<file path="src/rtl/display_pkg.sv">
// Shared definitions for the seven-segment display slice.
// Holds the arbiter state encoding, the requester count, the frame-rate
// constant used by the display block, and small mux/decode helpers.
package display_pkg;

    typedef enum logic {
        ST_IDLE = 1'b0,
        ST_HOLD = 1'b1
    } state_e;

    localparam int DISP_NUM_REQ = 4;
    localparam int FRAMERATE    = 60;

    // One-hot decode of a 2-bit requester index.
    function automatic logic [3:0] idx_to_onehot(input logic [1:0] idx);
        logic [3:0] oh;
        case (idx)
            2'd0:    oh = 4'b0001;
            2'd1:    oh = 4'b0010;
            2'd2:    oh = 4'b0100;
            2'd3:    oh = 4'b1000;
            default: oh = 4'b0000;
        endcase
        return oh;
    endfunction

    // Select the 16-bit value slice belonging to requester idx.
    function automatic logic [15:0] select_value(input logic [63:0] vals,
                                                 input logic [1:0]  idx);
        logic [15:0] v;
        case (idx)
            2'd0:    v = vals[15:0];
            2'd1:    v = vals[31:16];
            2'd2:    v = vals[47:32];
            2'd3:    v = vals[63:48];
            default: v = 16'h0000;
        endcase
        return v;
    endfunction

endpackage

</file>
<file path="src/rtl/display_arbiter_rr_select.sv">
// Combinational round-robin picker.
// Scans requesters starting one past last_i (wrapping 3->0) and returns the
// first set request. When exclude_en_i is high, index exclude_i is skipped.
//   req_i        requests, one bit per source
//   last_i       most recently granted index
//   exclude_en_i enable skipping of exclude_i
//   exclude_i    index to skip
//   pick_o       chosen index (0 when nothing valid)
//   pick_valid_o a requester was found
module rr_select
    import display_pkg::*;
(
    input  logic [DISP_NUM_REQ-1:0] req_i,
    input  logic [1:0]              last_i,
    input  logic                    exclude_en_i,
    input  logic [1:0]              exclude_i,
    output logic [1:0]              pick_o,
    output logic                    pick_valid_o
);

    logic [1:0] cand_s;

    // Priority scan last+1 .. last+4; the 2-bit add provides the wrap.
    always_comb begin
        pick_o       = 2'd0;
        pick_valid_o = 1'b0;
        cand_s       = 2'd0;
        for (int k = 1; k <= DISP_NUM_REQ; k++) begin
            cand_s = last_i + 2'(k);
            if (!pick_valid_o && req_i[cand_s] &&
                !(exclude_en_i && (cand_s == exclude_i))) begin
                pick_o       = cand_s;
                pick_valid_o = 1'b1;
            end else begin
                pick_o       = pick_o;
                pick_valid_o = pick_valid_o;
            end
        end
    end

endmodule

</file>
<file path="src/rtl/display_arbiter.sv">
// Round-robin arbiter sharing one 4-digit seven-segment display between four
// requesters, with a guaranteed minimum dwell per grant.
//   clk          system clock, rising edge
//   rst_n        asynchronous active-low reset
//   req_i        level-sensitive request per source
//   req_value_i  source i value on bits [16i+15:16i]
//   grant_o      one-hot current owner, 0 when idle (registered)
//   value_o      value for the display block (registered, one-cycle lag)
//   busy_o       high while a grant is active (registered)
module display_arbiter
    import display_pkg::*;
#(
    parameter int          CLOCK_SPEED = 12_000_000,
    parameter int          HOLD_MS     = 1000,
    parameter logic [15:0] IDLE_VALUE  = 16'h0000
) (
    input  logic                       clk,
    input  logic                       rst_n,
    input  logic [DISP_NUM_REQ-1:0]    req_i,
    input  logic [16*DISP_NUM_REQ-1:0] req_value_i,
    output logic [DISP_NUM_REQ-1:0]    grant_o,
    output logic [15:0]                value_o,
    output logic                       busy_o
);

    localparam int HOLD_CYCLES = CLOCK_SPEED / 1000 * HOLD_MS;
    localparam int CNT_W       = (HOLD_CYCLES > 1) ? $clog2(HOLD_CYCLES) : 1;
    localparam logic [CNT_W-1:0] HOLD_RELOAD = CNT_W'(HOLD_CYCLES - 1);
    localparam logic [CNT_W-1:0] CNT_ONE     = CNT_W'(1);
    localparam logic [CNT_W-1:0] CNT_ZERO    = CNT_W'(0);

    state_e                  state_q, state_d;
    logic [1:0]              last_q,  last_d;
    logic [CNT_W-1:0]        hold_q,  hold_d;
    logic [DISP_NUM_REQ-1:0] grant_q, grant_d;
    logic [15:0]             value_q, value_d;
    logic                    busy_q,  busy_d;

    logic [1:0] pick_s;
    logic       pick_valid_s;

    // While holding, the owner (== last_q) is last in rotation and is excluded,
    // so a pick during HOLD always names a different source.
    rr_select u_rr_select (
        .req_i        (req_i),
        .last_i       (last_q),
        .exclude_en_i (state_q == ST_HOLD),
        .exclude_i    (last_q),
        .pick_o       (pick_s),
        .pick_valid_o (pick_valid_s)
    );

    // Next-state, dwell counter and registered output computation.
    always_comb begin
        state_d = state_q;
        last_d  = last_q;
        hold_d  = hold_q;
        case (state_q)
            ST_IDLE: begin
                if (pick_valid_s) begin
                    state_d = ST_HOLD;
                    last_d  = pick_s;
                    hold_d  = HOLD_RELOAD;
                end else begin
                    state_d = ST_IDLE;
                end
            end
            ST_HOLD: begin
                // Release wins over expiry when both happen in one cycle.
                if (!req_i[last_q]) begin
                    if (pick_valid_s) begin
                        last_d = pick_s;
                        hold_d = HOLD_RELOAD;
                    end else begin
                        state_d = ST_IDLE;
                        hold_d  = CNT_ZERO;
                    end
                end else if (hold_q != CNT_ZERO) begin
                    hold_d = hold_q - CNT_ONE;
                end else begin
                    // Dwell expired: hand over if anyone else waits, else keep.
                    if (pick_valid_s) begin
                        last_d = pick_s;
                    end else begin
                        last_d = last_q;
                    end
                    hold_d = HOLD_RELOAD;
                end
            end
            default: begin
                state_d = ST_IDLE;
                last_d  = 2'd3;
                hold_d  = CNT_ZERO;
            end
        endcase

        if (state_d == ST_HOLD) begin
            grant_d = idx_to_onehot(last_d);
            busy_d  = 1'b1;
        end else begin
            grant_d = 4'b0000;
            busy_d  = 1'b0;
        end

        // Value follows the owner registered this cycle, hence the one-cycle lag.
        if (state_q == ST_HOLD) begin
            value_d = select_value(req_value_i, last_q);
        end else begin
            value_d = IDLE_VALUE;
        end
    end

    // State, pointer, counter and output registers.
    always_ff @(posedge clk or negedge rst_n) begin
        if (!rst_n) begin
            state_q <= ST_IDLE;
            last_q  <= 2'd3;
            hold_q  <= CNT_ZERO;
            grant_q <= 4'b0000;
            value_q <= IDLE_VALUE;
            busy_q  <= 1'b0;
        end else begin
            state_q <= state_d;
            last_q  <= last_d;
            hold_q  <= hold_d;
            grant_q <= grant_d;
            value_q <= value_d;
            busy_q  <= busy_d;
        end
    end

    assign grant_o = grant_q;
    assign value_o = value_q;
    assign busy_o  = busy_q;

endmodule

</file>
<file path="config.mk">
export PLATFORM = sky130hd
export DESIGN_NAME = display_arbiter
export DESIGN_NICKNAME = d
export VERILOG_FILES = /design/src/rtl/display_pkg.sv /design/src/rtl/display_arbiter_rr_select.sv /design/src/rtl/display_arbiter.sv
export SDC_FILE = /design/constraint.sdc
export NUM_CORES = 1
export LEC_CHECK = 0
export ABC_AREA = 1
export BUFFER_PORTS_ARGS = -buffer_cell sky130_fd_sc_hd__buf_2
export CAP_MARGIN = 0
export CORE_ASPECT_RATIO = 1.4
export CORE_MARGIN = 1.5
export CORE_UTILIZATION = 39
export CTS_BUF_LIST = sky130_fd_sc_hd__clkbuf_2
export CTS_CLUSTER_SIZE = 16
export DETAILED_ROUTE_END_ITERATION = 16
export PLACE_DENSITY_LB_ADDON = 0.1
export SLEW_MARGIN = 0
export SYNTH_ARGS = -nofsm -noshare
export SYNTH_HDL_FRONTEND = slang
export SYNTH_SLANG_ARGS = --single-unit
</file>
<file path="constraint.sdc">
create_clock -name clk -period 1.9 [get_ports clk]
set_input_delay 0.19 -clock clk [delete_from_list [all_inputs] [get_ports clk]]
set_output_delay 0.19 -clock clk [all_outputs]
set_load 0.05 [all_outputs]
</file>
## Word-level counts from Yosys, hierarchy flattened

Cells that the tools add are included.

| cells by class | value |
|---|---|
| $add $sub $neg | 4 |
| magnitude comparators | 4 |
| eq/ne operators | 10 |
| mux-type cells | 33 |
| bitwise gates (word level) | 1 |
| reductions and logical operators | 20 |

Operator list:

| operator | count |
|---|---|
| 24-bit two-way mux | 4 |
| 16-bit case mux with 4 select lines | 1 |
| 24-bit case mux with 2 select lines | 1 |
| 24-bit nonzero test | 1 |
| 24-bit by 1-bit subtractor with 24-bit output, second input constant | 1 |
| 16-bit two-way mux | 1 |
| 4-bit case mux with 4 select lines | 1 |
| 2-bit two-way mux | 7 |
| 2-bit by 3-bit less-than comparator with 1-bit output, second input constant | 4 |
| 1-bit two-way mux | 11 |
| 1-bit logical AND | 10 |
| 1-bit binary-select mux with 2-bit select | 4 |
| 2-bit == test, second input constant | 4 |
| 1-bit zero test | 7 |
| 2-bit == test | 3 |
| 2-bit adder, second input constant | 2 |
| 2-bit by 1-bit == test with 1-bit output, second input constant | 2 |
| 2-bit zero test | 2 |
| 4-bit two-way mux | 1 |
| 2-bit case mux with 2 select lines | 1 |
| 2-bit by 1-bit adder with 2-bit output, second input constant | 1 |
| 2-bit inequality test, second input constant | 1 |
| 1-bit case mux with 2 select lines | 1 |
| 1-bit inverter | 1 |

| word-level totals | value |
|---|---|
| register bits after elaboration | 48 |
| input bits | 70 |
| output and inout port bits | 21 |
| word-level logic and storage cells | 78 |

## Longest topological paths before layout

Gate-level depths: netlist of the first run.

| depth | value |
|---|---|
| word-level depth | 25 |
| depth in mapped cells | 13 |
| mapped depth without buffers | 12 |

## Hierarchy

Synthesis of the first run repeated with hierarchy kept, for this count alone.

| unflattened totals | value |
|---|---|
| cells, all modules | 456 |
| area total of the unflattened synthesis | 3150.5 um^2 |

Modules (own cells, without submodules):

| module | instances | cells an instance | area an instance (um^2) | seq. area each (um^2) |
|---|---|---|---|---|
| display_arbiter | 1 | 376 | 2717.6 | 1178.6 |
| rr_select | 1 | 80 | 432.9 | 0.0 |

## Worst setup path after synthesis of the first run

Ideal clock, no wire load.

| timing | value |
|---|---|
| kind | register -> register |
| from | register last_q[0] |
| to | register hold_q[22] |
| library setup time | 0.074 ns |
| arrival time | 1.834 ns |
| data required time | 1.826 ns |
| path slack | -0.008 ns |
| cell stages (with the launch flop) | 13 |
| period minus slack after synthesis | 1.908 ns |
| path through | dfstp_2 > buf_6 > inv_4 > ha_1 > inv_1 > nand3_2 > nand2_2 > nor2_4 > nand3_2 > nor2_4 > buf_6 > nand2_1 > o21ai_2 |

| on the way | value |
|---|---|
| word-level cells in the longest chain between the ends | 19 |
| elaborated cells between the ends (all ways) | 37 |
| those cells by class | 3 x add/sub; 4 x eq/ne; 14 x mux; 16 x reduce/logical |

Ends and longest elaborated chain:

| element | line | source |
|---|---|---|
| start: declaration | display_arbiter.sv:33 | `logic [1:0] last_q, last_d;` |
| start signal: assignment | display_arbiter.sv:124 | `last_q <= last_d;` |
| 2-bit by 1-bit adder with 2-bit output | display_arbiter_rr_select.sv:29 | `cand_s = last_i + 2'(k);` |
| 2-bit == test | display_arbiter_rr_select.sv:31 | `!(exclude_en_i && (cand_s == exclude_i))) begin` |
| 1-bit logical AND | display_arbiter_rr_select.sv:31 |  |
| 1-bit zero test | display_arbiter_rr_select.sv:31 |  |
| 1-bit logical AND | display_arbiter_rr_select.sv:30 | `if (!pick_valid_o && req_i[cand_s] &&` |
| 1-bit two-way mux | display_arbiter_rr_select.sv:30 |  |
| 1-bit zero test | display_arbiter_rr_select.sv:30 |  |
| 1-bit logical AND (2 in a row) | display_arbiter_rr_select.sv:30 |  |
| 1-bit two-way mux | display_arbiter_rr_select.sv:30 |  |
| 1-bit zero test | display_arbiter_rr_select.sv:30 |  |
| 1-bit logical AND (2 in a row) | display_arbiter_rr_select.sv:30 |  |
| 1-bit two-way mux | display_arbiter_rr_select.sv:30 |  |
| 1-bit zero test | display_arbiter_rr_select.sv:30 |  |
| 1-bit logical AND (2 in a row) | display_arbiter_rr_select.sv:30 |  |
| 1-bit two-way mux | display_arbiter_rr_select.sv:30 |  |
| 2-bit inequality test (no line) | n/a |  |
| end signal: assignment | display_arbiter.sv:125 | `hold_q <= hold_d;` |
| end: declaration | display_arbiter.sv:34 | `logic [CNT_W-1:0] hold_q, hold_d;` |

Parallel ways exist; a longest one is shown, timed or not. The select of a mux whose other input is x is not followed.
A chain may end at the register's enable or synchronous reset.

## Worst setup path in the final report of the first run

Same ends and word-level chain as after synthesis.

==> reports/qor.txt, run 1 <==
Vias per cell = 4.91
Pin count of the biggest net entering global routing = 30
Initial antenna violation count = 0
Crit path max fanout = 6
Hpwl dp = 5780 um
PnR worst setup slack = -0.0337 ns
Num rows = 37
Worst r2r src = last_q[0]$_DFF_PN1_
Synthesized area per cell = 7.31 um2
CP endpoint kind = flip-flop
Post-synth net total = 472
Max-Slew Margin vs Limit = 54.8%
Tot GR Track Use = 21.8%
Total power = 6220 uW
Clk pin slew, worst setup/hold paths = 0.25 ns
Yosys cell types = 30
DRT iter0 DRCs = 181
Chip Height = 105 um
CTS tree = done
Final critical-path share of the clock period = 102%
Vias = 3131
Outcome = finished, violations left
Pwr/cell area = 1500 nW/um2
Footprint of the multi-input gates = 1530 um2
DIE AREA = 7980 um2
Number of remaining DRC errors = 0
Total leakage power = 0.00198 uW
IO Count = 91
Layout cell share with drive strength beyond 1 = 29.2%
Core Util, Final = 57.0%
Die extent in x = 75.9 um
First-pass GRT wire length = 14100 um
Skew-Pair Late Insertion Delay = 0.44 ns
Worst R2R Setup Slack = -0.03 ns
Delay-heaviest family, CP = flip-flops
Worst Hold Path Cells = 3
WL per Instance = 13.4 um
DRT Pass-1 Iters = 5
Max Freq = 517 MHz
Vias in the first global route = 3138
Most frequent cells in the layout = 120 x nand2_1, 90 x buf_2, 45 x dfrtp_1
Critical Path RT = 2.28 ns
Clock root buffer = clkbuf_2
WP data arrival = 2.32 ns
Clk sink count = 47
Final hold viol count = 0
Final GP Congestion = 0.857
Clock Skew = 0.0169 ns
Reg2reg end = hold_q[22]$_DFFE_PN0P_
Port-buffer cells = 90
Worst min path class = in -> reg
Clock Path Buffers = 2
Critical path startpoint category = flip-flop
Core area = 7270 um2
CP Buf/Inv Count = 4
Number of endpoints failing setup at the final stage = 6
WHS Endpoint = value_o[7]$_DFF_PN0_
Synth-to-Final Area Change = 42.7%
Violated checks = setup timing
Leading cell type in the layout, fill and taps excluded = nand2_1
Filler cells = 662
Reg2Reg Depth = 12
CP max stage delay = 0.61 ns
Final instance area = 4140 um2
CTS buffer count = 5
Max cap viols = 0
Initial Utilization = 39.9%
Hold wc startpoint = req_value_i[39]
# diodes = 0
H-tree Lvls = 2
Crit Path Category = reg -> reg
Cells after Synth = 397
Yosys warning count = 0
Unrepaired setup endpoints after global routing = true
Fin nets = 615
GR Overflow Total = 0
Sequential fraction of the synthesis area = 40.6%
DP Area = 3540 um2
Final setup TNS = -0.144 ns
Critical-path cell with the highest stage delay = dfstp_2
Final Slew Violations = 0
Antenna viol nets, final = 0
Cell-by-cell trace of the critical path = inv_4 -> ha_4 -> inv_4 -> nand3_4 -> nand2_4 -> nor2_4 -> nand3_4 -> nor2_4 -> buf_6 -> buf_16 -> nand2_2 -> o21ai_2
Worst Setup SP = last_q[0]$_DFF_PN1_
Seq. cell area = 1180 um2
Seq cells post-synth = 47
Fin crit period = 1.93 ns
Syn Std Cell Area = 2900 um2
Worst Tran Pin Value = 0.678 ns
Max VDD drop = 0.000881 V
DRT Wirelength = 8550 um
==> power breakdown <==
part / internal (uW) / total [uW] / leakage [uW] / switching (uW)
Combinational: 1310 / 3970 / 0.00139 / 2670
Sequential: 1380 / 1540 / 0.000537 / 165
Clock: 352 / 701 / 0.0000492 / 349
==> routing by layer <==
| metal | vias to the layer above | routed length [um] | track usage [%] |
|---|---|---|---|
| li1 | 1552 | - | - |
| met1 | 1439 | 3250 | 23.6 |
| met2 | 120 | 4590 | 41.3 |
| met3 | 20 | 513 | 4.37 |
| met4 | 0 | 191 | 8.07 |
| met5 | - | 0 | 0 |
==> state kept, by name, indices dropped and copies added, names as in the netlist <==
name,count
value_o,16
busy_o,1
hold_q,24
last_q,2
grant_o,4
==> layout make-up <==
cell class	count	share of cell area, %
clock inverters	3	1.63
well taps	97	2.93
repair buffers	154	25.9
inverters	38	3.56
clock buffers	5	0.604
flip-flops and latches	47	28.5
multi-input cells	294	36.9
==> worst reg2reg max path, stage by stage, from the launching register on <==
cell	delay [ns]
dfstp_2	0.61
inv_4	0.05
ha_4	0.29
inv_4	0.04
nand3_4	0.06
nand2_4	0.06
nor2_4	0.14
nand3_4	0.10
nor2_4	0.18
buf_6	0.14
buf_16	0.12
nand2_2	0.05
o21ai_2	0.05
==> per-stage QoR <==
stage	setup WS, ns	cells	hold WS (ns)
6_report	-0.0337	638	0.0401
4_1_cts	-0.0246	631	0.00530
2_1_floorplan	0.0157	397	-0.106
3_3_place_gp	0.0676	583	0.268
3_5_place_dp	0.00751	583	0.274
5_1_grt	-0.0935	638	0.000530
==> kinds of logic (layout without fill, tap and decap cells) <==
kind of cell	Yosys count	after routing	share of synthesized area, %
and+or+nand+nor	194	194	28.4
adders and majority gates	5	5	2.16
buffers and inverters	56	200	8.41
xor gates and xnor gates	20	20	6.03
DFF	47	47	40.6
AOI/OAI and AO/OA	75	75	14.4
==> synthesized netlist by cell type, drive strengths merged <==
master / n / area (um2)
buf: 9 / 65.1
dfstp: 2 / 52.6
nor2: 37 / 166
a21boi: 1 / 7.51
inv: 38 / 145
a31oi: 16 / 100
xnor2: 1 / 8.76
nor4: 1 / 6.26
nand3: 18 / 105
nand3b: 1 / 7.51
xor2: 19 / 166
clkbuf: 9 / 33.8
dfrtp: 45 / 1130
nand4: 4 / 25.0
ha: 5 / 62.6
nor3: 3 / 15.0
a21oi: 19 / 95.1
o21ai: 39 / 214
nand2: 130 / 500
==> worst max path at each step <==
stage	cells past startpoint	end	slack, ns
finish	12	hold_q[22]$_DFFE_PN0P_	-0.03
global route	12	hold_q[5]$_DFFE_PN0P_	-0.09
CTS	11	hold_q[22]$_DFFE_PN0P_	-0.02
detailed placement	11	hold_q[10]$_DFFE_PN0P_	0.008
global placement	11	hold_q[15]$_DFFE_PN0P_	0.07
floorplan	12	hold_q[22]$_DFFE_PN0P_	0.02
==> what timing repair did <==
action / CTS / global route
setup buffers: 4 / 5
endpoints found under the hold margin: 42 / 3
endpoints found under the setup margin: 24 / 31
gates resized for setup: 3 / 16
hold buffers: 34 / 4
cloned: 2 / 0
pin swaps: 3 / 5
Power figures use the tool's default switching activity.
==> inputs of run 2 (changes only) <==
- BUFFER_PORTS_ARGS: -buffer_cell sky130_fd_sc_hd__buf_2 -> -buffer_cell sky130_fd_sc_hd__buf_4
- SYNTH_HIERARCHICAL: default -> 1
==> reports/qor.txt, run 2 <==
CP endpoint kind = flip-flop (unchanged)
Net Sw Frac = 52.9% (was 51.2%)
Port-buffer cells = 90 (unchanged)
Hold wc startpoint = req_value_i[44] (was req_value_i[39])
Largest register FFs = 24 (unchanged)
Most frequent cells in the layout = 166 x nand2_1, 124 x buf_4, 45 x nor2_1 (was 120 x nand2_1, 90 x buf_2, 45 x dfrtp_1)
GR Overflow Total = 0 (unchanged)
Primary FF master, synth = dfrtp_1 (unchanged)
Seq cells post-synth = 47 (unchanged)
Synthesized area per cell = 6.91 um2 (was 7.31 um2)
Sequential power share = 20.2% (was 24.8%)
Final Slew Violations = 0 (unchanged)
Final hold viol count = 0 (unchanged)
DP Area = 4150 um2 (was 3540 um2)
Vias per cell = 5.06 (was 4.91)
Clock Skew = 0.0196 ns (was 0.0169 ns)
Clock Path Buffers = 2 (unchanged)
Inst Count DP = 665 (was 583)
Pin count of the biggest net entering global routing = 48 (was 30)
Hpwl dp = 6920 um (was 5780 um)
Reg2reg end = hold_q[22]$_DFFE_PN0P_ (unchanged)
Synth top area share = 35.7% (was 38.8%)
Initial antenna violation count = 0 (unchanged)
Sequential fraction of the synthesis area = 37.4% (was 40.6%)
Reg2Reg Depth = 14 (was 12)
IO Count = 91 (unchanged)
Footprint of the multi-input gates = 1850 um2 (was 1530 um2)
Crit path max fanout = 13 (was 6)
Max cap viols = 0 (unchanged)
Vias = 3545 (was 3131)
Post-Layout Cell Count = 701 (was 638)
Number of remaining DRC errors = 0 (unchanged)
Chip Height = 109 um (was 105 um)
Num rows = 38 (was 37)
Crit Path Category = reg -> reg (unchanged)
WHS Endpoint = value_o[12]$_DFF_PN0_ (was value_o[7]$_DFF_PN0_)
Synth-to-Final Area Change = 45.0% (was 42.7%)
DRT Pass-1 Iters = 5 (unchanged)
DRT Wirelength = 9830 um (was 8550 um)
WL per Instance = 14.0 um (was 13.4 um)
Worst min path class = in -> reg (unchanged)
Combinational power share = 74.3% (was 63.9%)
H-tree Lvls = 2 (unchanged)
DRT iter0 DRCs = 243 (was 181)
Critical path startpoint category = flip-flop (unchanged)
WP data arrival = 2.48 ns (was 2.32 ns)
Filler cells = 750 (was 662)
Number of endpoints failing setup at the final stage = 30 (was 6)
Fin crit period = 2.10 ns (was 1.93 ns)
Max-Slew Margin vs Limit = 58.0% (was 54.8%)
Int Power = 3660 uW (was 3040 uW)
Most common cell in the synthesized netlist = nand2_1 (unchanged)
Initial Utilization = 40.4% (was 39.9%)
DIE AREA = 8630 um2 (was 7980 um2)
Sw Pwr = 4100 uW (was 3180 uW)
Area contributors post-synth = dfrtp_1 36%, nand2_1 21%, nor2_1 5.5% (was dfrtp_1 39%, nand2_1 16%, xor2_1 5.7%)
Antenna viol nets, final = 0 (unchanged)
Outcome = finished, violations left (unchanged)
Yosys cell types = 36 (was 30)
Die extent in x = 79.0 um (was 75.9 um)
Final critical-path share of the clock period = 111% (was 102%)
Yosys warning count = 6 (was 0)
Post-synth net total = 527 (was 472)
Max Freq = 476 MHz (was 517 MHz)
Clock share of power = 5.5% (was 11.3%)
Tot GR Track Use = 22.9% (was 21.8%)
Leading cell type in the layout, fill and taps excluded = nand2_1 (unchanged)
Total leakage power = 0.00220 uW (was 0.00198 uW)
Vias in the first global route = 3504 (was 3138)
Unrepaired setup endpoints after global routing = true (unchanged)
Worst Tran Pin Value = 0.630 ns (was 0.678 ns)
Async set or reset register ratio after synthesis = 100% (unchanged)
Clk sink count = 47 (unchanged)
Final setup TNS = -4.02 ns (was -0.144 ns)
Seq. cell area = 1180 um2 (about the same)
Layout cell share with drive strength beyond 1 = 33.4% (was 29.2%)
Core Util, Final = 58.6% (was 57.0%)
Skew-Pair Late Insertion Delay = 0.43 ns (was 0.44 ns)
CTS buffer count = 5 (unchanged)
Syn Std Cell Area = 3150 um2 (was 2900 um2)
Max VDD drop = 0.00108 V (was 0.000881 V)
Pwr/cell area = 1700 nW/um2 (was 1500 nW/um2)
Clock root buffer = clkbuf_2 (unchanged)
Worst Hold Path Cells = 3 (unchanged)
Area leader, netlist = dfrtp_1 (unchanged)
CTS tree = done (unchanged)
PnR worst setup slack = -0.200 ns (was -0.0337 ns)
Violated checks = setup timing (unchanged)
Final GP Congestion = 0.843 (was 0.857)
Clk pin slew, worst setup/hold paths = 0.25 ns (about the same)
Critical Path RT = 2.28 ns (about the same)
Cells after Synth = 456 (was 397)
Core area = 7800 um2 (was 7270 um2)
Fin nets = 671 (was 615)
Worst R2R Setup Slack = -0.20 ns (was -0.03 ns)
# diodes = 0 (unchanged)
First-pass GRT wire length = 15600 um (was 14100 um)
Final instance area = 4570 um2 (was 4140 um2)
Biggest register = hold_q (unchanged)
Synth cell count leaders = 177 x nand2_1, 46 x nor2_1, 45 x dfrtp_1, 37 x inv_1, 31 x nand3_1 (was 125 x nand2_1, 45 x dfrtp_1, 33 x inv_1, 32 x nor2_1)
Worst r2r src = last_q[0]$_DFF_PN1_ (unchanged)
EDFF count, synth = 0 (unchanged)
==> run 2: cell count changes after synthesis, sizes merged, moves of 15 or more <==
cell	before	now
a31oi	16	0
xor2	19	4
nand2	130	193
a41oi	0	16
nor2	37	54
nand3	18	34
==> run 2: final cells by class <==
| type | count | area share, % |
|---|---|---|
| multi-input cells | 357 | 40.5 |
| flip-flops and latches | 47 | 25.8 |
| repair buffers | 148 | 26.4 |
| inverters | 41 | 3.67 |
| well taps | 100 | 2.74 |
| clock buffers | 5 | 0.548 |
| clock inverters | 3 | 0.329 |
==> run 2: cell families (layout without fill, tap and decap cells) <==
group,count (synthesis),count (layout),share of synthesized area [%]
adders and majority gates,1,1,0.397
buffers and inverters,55,197,7.98
and+or+nand+nor,290,290,40.9
DFF,47,47,37.4
AOI/OAI and AO/OA,59,62,12.2
xor gates and xnor gates,4,4,1.11
==> run 2: through the flow <==
stage                     total power (uW)  setup slack [ns]  hold slack [ns]
after detailed placement              6590            -0.265            0.256
after CTS                             7230            -0.167         0.000607
after floorplan                       5230            -0.220           -0.106
final                                 7770            -0.200           0.0282
after global routing                  8420            -0.324          0.00266
after global placement                6540            -0.207            0.256
==> run 2: layer usage <==
| metal | up-vias | wire (um) | GRT usage (%) |
|---|---|---|---|
| li1 | 1764 | - | - |
| met1 | 1648 | 3790 | 25.9 |
| met2 | 118 | 5400 | 42.3 |
| met3 | 15 | 455 | 4.07 |
| met4 | 0 | 182 | 9.15 |
| met5 | - | 0 | 0 |
==> run 2: power groups by stage <==
stage                     combinational (uW)  clock, uW  sequential (uW)
after detailed placement                4990          0             1600
after CTS                               5200        450             1580
after global routing                    6330        486             1610
after floorplan                         2930          0             2300
final                                   5770        428             1570
after global placement                  4950          0             1590
==> run 2: how the worst max path moves through the flow <==
stage	start	end	slack, ns	depth (start not counted)
6_report	last_q[0]$_DFF_PN1_	hold_q[22]$_DFFE_PN0P_	-0.20	14
3_3_place_gp	last_q[1]$_DFF_PN1_	hold_q[2]$_DFFE_PN0P_	-0.21	13
4_1_cts	last_q[0]$_DFF_PN1_	hold_q[22]$_DFFE_PN0P_	-0.17	13
3_5_place_dp	last_q[0]$_DFF_PN1_	hold_q[5]$_DFFE_PN0P_	-0.27	14
2_1_floorplan	last_q[1]$_DFF_PN1_	hold_q[22]$_DFFE_PN0P_	-0.22	15
5_1_grt	last_q[0]$_DFF_PN1_	grant_o[2]$_DFF_PN0_	-0.32	14
==> run 2: repair_timing <==
item	in CTS	in global routing
buffers inserted	4	6
pin swaps	1	4
endpoints found under the hold margin	51	4
resized for setup	12	28
endpoints found under the setup margin	31	35
cloned	1	2
hold buffers	9	6
==> run 2: worst max-delay path, stage by stage, from the launching register on <==
cell	delay, ns
dfstp_2	0.69
buf_6	0.14
nand2_2	0.07
nand2_2	0.10
nand3_2	0.07
nand2_2	0.11
nand2_4	0.06
nand2_2	0.07
nor2_4	0.05
nand2_2	0.08
nand2_4	0.08
nor2_4	0.12
buf_8	0.17
nand2_1	0.06
a21oi_1	0.16
